`src/rtl/cs_window.sv`:
```
// rtl/cs_window.sv - sliding-window sum with "largest sample not above mean" approximation
// Two-stage pipeline: stage 1 holds window/sum/mode, stage 2 registers saturated Y.
module cs_window #(
  parameter int DW    = 8,
  parameter int DEPTH = 9,
  parameter int SHIFT = 3,
  parameter int YW    = 10
) (
  input  logic          clk,
  input  logic          reset,
  input  logic [DW-1:0] X,
  input  logic          in_valid,
  input  logic          mode,
  output logic [YW-1:0] Y,
  output logic          out_valid
);

  localparam int SW = DW + $clog2(DEPTH);
  localparam int CW = $clog2(DEPTH + 1);
  localparam int RW = SW + 1;

  logic [DW-1:0] r_win [DEPTH];
  logic [SW-1:0] r_sum;
  logic [CW-1:0] r_cnt;
  logic          r_s1_valid;
  logic          r_s1_mode;
  logic [YW-1:0] r_y;
  logic          r_out_valid;

  logic [CW-1:0] w_cnt_nxt;
  logic [DW-1:0] w_a;
  logic [RW-1:0] w_r;
  logic [RW-1:0] w_rs;
  logic [YW-1:0] w_y;

  assign w_cnt_nxt = (r_cnt == CW'(DEPTH)) ? r_cnt : r_cnt + CW'(1);

  // DEPTH*x <= S is the divider-free form of x <= floor(S/DEPTH)
  always_comb begin
    w_a = '0;
    for (int i = 0; i < DEPTH; i++) begin
      if ((RW'(r_win[i]) * RW'(DEPTH)) <= RW'(r_sum) && r_win[i] > w_a)
        w_a = r_win[i];
    end
    w_r  = r_s1_mode ? RW'(r_sum) : RW'(r_sum) + RW'(w_a) * RW'(DEPTH);
    w_rs = w_r >> SHIFT;
    if ((w_rs >> YW) != '0)
      w_y = {YW{1'b1}};
    else
      w_y = YW'(w_rs);
  end

  always_ff @(posedge clk) begin
    if (reset) begin
      for (int i = 0; i < DEPTH; i++) r_win[i] <= '0;
      r_sum       <= '0;
      r_cnt       <= '0;
      r_s1_valid  <= 1'b0;
      r_s1_mode   <= 1'b0;
      r_y         <= '0;
      r_out_valid <= 1'b0;
    end else begin
      if (in_valid) begin
        for (int i = DEPTH - 1; i > 0; i--) r_win[i] <= r_win[i-1];
        r_win[0]   <= X;
        // unfilled slots are zero, so subtracting the oldest is always exact
        r_sum      <= r_sum + SW'(X) - SW'(r_win[DEPTH-1]);
        r_cnt      <= w_cnt_nxt;
        r_s1_mode  <= mode;
        r_s1_valid <= (w_cnt_nxt == CW'(DEPTH));
      end else begin
        r_s1_valid <= 1'b0;
      end
      r_out_valid <= r_s1_valid;
      if (r_s1_valid) r_y <= w_y;
    end
  end

  assign Y         = r_y;
  assign out_valid = r_out_valid;

endmodule
```
`config.mk`:
```
export PLATFORM = sky130hd
export DESIGN_NAME = cs_window
export DESIGN_NICKNAME = d
export VERILOG_FILES = /design/src/rtl/cs_window.sv
export SDC_FILE = /design/constraint.sdc
export NUM_CORES = 1
export LEC_CHECK = 0
export ABC_AREA = 1
export BUFFER_PORTS_ARGS = -buffer_cell sky130_fd_sc_hd__buf_2
export CAP_MARGIN = 20
export CORE_MARGIN = 5
export CORE_UTILIZATION = 63
export DETAILED_ROUTE_END_ITERATION = 12
export PLACE_DENSITY = 0.9
export SLEW_MARGIN = 10
export SYNTH_ARGS = -nofsm -noshare
export SYNTH_HDL_FRONTEND = slang
export SYNTH_SLANG_ARGS = --single-unit
export TNS_END_PERCENT = 1
```
`constraint.sdc`:
```
create_clock -name clk -period 37.8 [get_ports clk]
set_clock_uncertainty 0.2 [all_clocks]
set_input_delay 1.89 -clock clk [delete_from_list [all_inputs] [get_ports clk]]
set_output_delay 1.89 -clock clk [all_outputs]
set_load 0.02 [all_outputs]
```
======== Word-level counts from Yosys, hierarchy flattened ========
Memory sizes are Yosys's and may differ from the RTL's.
Cells that the tools add are included.
storage, ports and cells
  register bits after elaboration ......... 29
  bits in writable memories ............... 72
  word-level logic and storage cells ...... 86
  memories kept ........................... 1
operators by class
  add/subtract/negate cells ............... 4
  $mul .................................... 10
  magnitude comparators ................... 18
  eq/ne operators ......................... 2
  muxes and demuxes ....................... 25
  bitwise gates (word level) .............. 10
  reductions and logical operators ........ 10
memories
  name   depth  bits a word  read ports  clocked after memory_dff  write ports  line  RTL
  r_win  9      8            9           0                         9            22    logic [DW-1:0] r_win [DEPTH];
operator list
  cell                  count
  $mux 8                18
  $mul 8x4->12 const B  10
  $le 12x12->1          9
  $gt 8x8->1            8
  $add 12x12->13        1
  $mux 13               1
  $add 12x8->12         1
  $sub 12x8->12         1
  $logic_and 1x1->1     9
  $or 1x1->1            9
  $eq 4x4->1 const B    2
  $gt 8x1->1 const B    1
  $mux 1                5
  $add 4x1->4 const B   1
  $mux 4                1
  $reduce_or 2->1       1
  $not 1->1             1

======== Longest topological paths before layout ========
An unclocked memory read counts as a cell.
  depth in word-level cells ............... 32
  gate-level depth with buffers ........... 119
  mapped depth without buffers ............ 115

======== Least setup slack after synthesis ========
Ideal clock, no wire load.
  path type ............................... flip-flop to flip-flop
  from .................................... mem r_win[0][1]
  to ...................................... reg r_y[7], in the netlist Y[7]
  library setup time ...................... 0.132 ns
  arrival time ............................ 15.234 ns
  path slack .............................. 22.233 ns
  stages on the path, launching flop included .. 106
  path buffers ............................ 8
  period minus slack after synthesis ...... 15.567 ns
  cell sequence ........................... edfxtp_1 > ha_1 > ha_1 > inv_1 > fa_1 > o21ai_0 > nand2_1 > a21oi_1 > xor2_1 > ha_1 > nand2_1 > inv_1 > nand2_2 > inv_1 > nand2_1 > nand3_1 > nand2_2 > nand2_1 > (+70 left out) > nand2_1 > inv_1 > clkbuf_1 > nand2_1 > o21ai_0 > ha_1 > inv_1 > fa_1 > inv_1 > ha_1 > inv_1 > o21bai_1 > a31oi_1 > nor2_1 > nor3_1 > a21oi_1 > o21ai_1 > a21oi_1
RTL lines
  item                    line  RTL
  start: declaration      22
  end signal: assignment  75    if (r_s1_valid) r_y <= w_y;
  end: declaration        27    logic [YW-1:0] r_y;

==> impl_metrics.yaml <==
outcome:
  status: "finished clean"
grt:
  antenna_found_initial: 0
  grt.overflow.total: 0
  grt_pass1_wl_um: 51700
  grt_start_max_net_pins: 78
  grt_pass1_vias: 10838
  grt_use_total_pct: 28.5
clock_tree:
  root_buffer: "clkbuf_16"
  postCtsHoldBufs: 0
  ctsResizeCount: 0
  post_cts_buffers: 0
  clockBufferDepth: 2
  clk_pin_slew_ns: 0.08
  cts_buffers: 9
  clock_sinks: 101
  clkLatencyLatePin_ns: 0.36
  htreeDepth: 3
  cts_tree: "yes"
worst_setup_path:
  startpoint_type: "flop"
  worstPathArrival_ns: 16.93
  reg2reg_slack_ns: 20.93
  critPathRequiredTime_ns: 37.86
  rr_startpoint: "r_win[0][4]$_SDFFCE_PN0P_"
  critPathMostFrequentCell: "nand2_1"
  slowest_stage: "fa_1"
  max_stage_delay_ns: 0.49
  r2r-end: "Y[7]$_SDFFE_PP0P_"
  crit_path_end_kind: "flop"
  critPathKind: "flop to flop"
  critical_path.max_fanout: 17
  rr_worst_depth: 99
layout:
  final_nets: 1985
  drive_above_1_share_pct: 5.93
  nFillCells: 1545
  syn2layout_area_growth_pct: 6.15
  stdcell_area_um2: 13200
  diodes: 0
placement:
  gp_congestion: 0.945
  dpl-instance-area_um2: 12900
  numPortBuffers: 22
  hpwl_um: 23500
worst_hold_path:
  min_to: "Y[5]$_SDFFE_PP0P_"
  hold_path.startpoint: "Y[5]$_SDFFE_PP0P_"
  hold_path_class: "flop to flop"
  whs_path_depth: 2
synthesis:
  yosysMostFrequentCell: "ha_1"
  ys_seq_area_share_pct: 22.0
  ys.flop_type: "edfxtp_1"
  syn-cell-area_um2: 12500
  synth_largest_area_cell: "ha_1"
  synth_cells: 1638
  avgSynthCellArea_um2: 7.61
  async_flop_share_pct: 0
  synth_edf_count: 72
  synth_top_area_share_pct: 28.7
  synth_seq_cells: 101
  synth.area.top_cells: "ha_1 29%, edfxtp_1 17%, inv_1 8.5%"
  synth_common_cells: "286 x ha_1, 283 x inv_1, 270 x nand2_1"
  ys_warn_count: 0
  ys_types: 44
  syn_nets: 1958
timing:
  rsz0062_at_grt: "no"
  fin_tns_setup_ns: 0
  tightest_slew_ns: 0.886
  setup_viol_count_final: 0
  timing.final.hold_violations: 0
  finalCriticalPeriod_ns: 16.87
  slew_headroom_pct: 40.9
  period_share_pct: 44.6
  drv_slew: 0
  timing.fmax_ghz: 0.0593
routing:
  antenna_left: 0
  viasPerCell: 5.84
  wl_per_cell_um: 16.3
  first_iter_violations: 930
  drtPass1Iterations: 8
  vias: 11296
  routed_wl_um: 31600
  drc: 0
floorplanning:
  coreArea_um2: 19500
  die_x_um: 151
  start_util_pct: 64.0
  die_h_um: 151
  std_cell_rows: 51
  io_pins: 23
  die-area_um2: 22700
flow_run:
  max-cap-violations: 0
==> layer usage <==
| metal | up-vias | routed length [um] | GRT usage (%) |
|---|---|---|---|
| met4 | 0 | 1180 | 11.5 |
| met1 | 5198 | 13100 | 36.1 |
| li1 | 5537 | - | - |
| met2 | 465 | 14800 | 48.5 |
| met3 | 96 | 2460 | 4.61 |
| met5 | - | 0 | 0 |
==> state kept, by name, indices dropped and copies added (netlist names) <==
name	flops
Y	10
r_s1_valid	1
out_valid	1
r_cnt	4
r_s1_mode	1
r_sum	12
r_win	72
==> cell usage in the layout, fill, tap and decap left out, types with 3 or more instances in the layout <==
master / instances
ha_1: 286
inv_1: 282
nand2_1: 270
nor2_1: 147
a21oi_1: 133
o21ai_0: 100
nand3_1: 75
edfxtp_1: 72
xor2_1: 31
dfxtp_1: 29
nand4_1: 24
nand2_2: 24
fa_1: 22
buf_2: 22
xnor2_1: 18
buf_4: 14
o21bai_1: 11
a211oi_1: 11
o22ai_1: 11
clkbuf_16: 10
o211ai_1: 8
nor3_1: 7
inv_2: 7
o21a_1: 5
nor2_2: 4
nand3_2: 4
and2_1: 4
o21ai_1: 4
a21o_1: 3
nor4_1: 3
a21oi_2: 3
clkinv_1: 3
nand2_4: 3
==> per-stage QoR <==
step	hold WS, ns	instances	setup WS, ns	utilization [%]
floorplan	0.274	1638	22.23	-
global placement	0.248	1919	22.04	66.4
detailed placement	0.253	1919	21.39	66.4
CTS	0.265	1935	21.26	67.9
global route	0.282	1935	19.33	67.9
finish	0.266	1935	20.93	67.9
==> worst max path at each step <==
stage,end,cells after the start,from,slack (ns)
final,Y[7]$_SDFFE_PP0P_,99,r_win[0][4]$_SDFFCE_PN0P_,20.93
after global routing,Y[7]$_SDFFE_PP0P_,99,r_win[0][4]$_SDFFCE_PN0P_,19.33
after CTS,Y[7]$_SDFFE_PP0P_,100,r_win[0][4]$_SDFFCE_PN0P_,21.26
after detailed placement,Y[7]$_SDFFE_PP0P_,99,r_win[0][4]$_SDFFCE_PN0P_,21.39
after global placement,Y[7]$_SDFFE_PP0P_,100,r_win[0][1]$_SDFFCE_PN0P_,22.04
after floorplan,Y[7]$_SDFFE_PP0P_,105,r_win[0][1]$_SDFFCE_PN0P_,22.23
==> critical path, delay by kind of cell, from the launching register on <==
kind	cells	cell delay [ns]
fa+ha+maj	15	4.82
simple gates	39	4.14
flops	1	0.48
compound gates	31	6.02
buf+inv	13	0.91
xor+xnor	1	0.17
==> kinds of logic (layout without fill, tap and decap cells) <==
family / Yosys count / in the layout / synth area share [%]
adders and majority gates: 308 / 308 / 32.3
xor gates and xnor gates: 49 / 49 / 3.44
AOI/OAI and AO/OA: 299 / 299 / 13.3
and+or+nand+nor: 568 / 568 / 19.6
buffers and inverters: 313 / 345 / 9.44
DFF: 101 / 101 / 22.0
==> cell type report <==
type                            count  area, um2  share of cell area (%)
Multi-Input combinational cell   1224       8540                    64.6
Inverter                          293       1100                    8.33
Sequential cell                   101       2740                    20.7
Clock inverter                      5       40.0                   0.303
Tap cell                          265        332                    2.51
Timing Repair Buffer               36        215                    1.63
Clock buffer                       11        254                    1.92
Power is left out: the tool's default activity adds up to more than one toggle a clock period on the data nets, which glitch-free logic cannot reach.
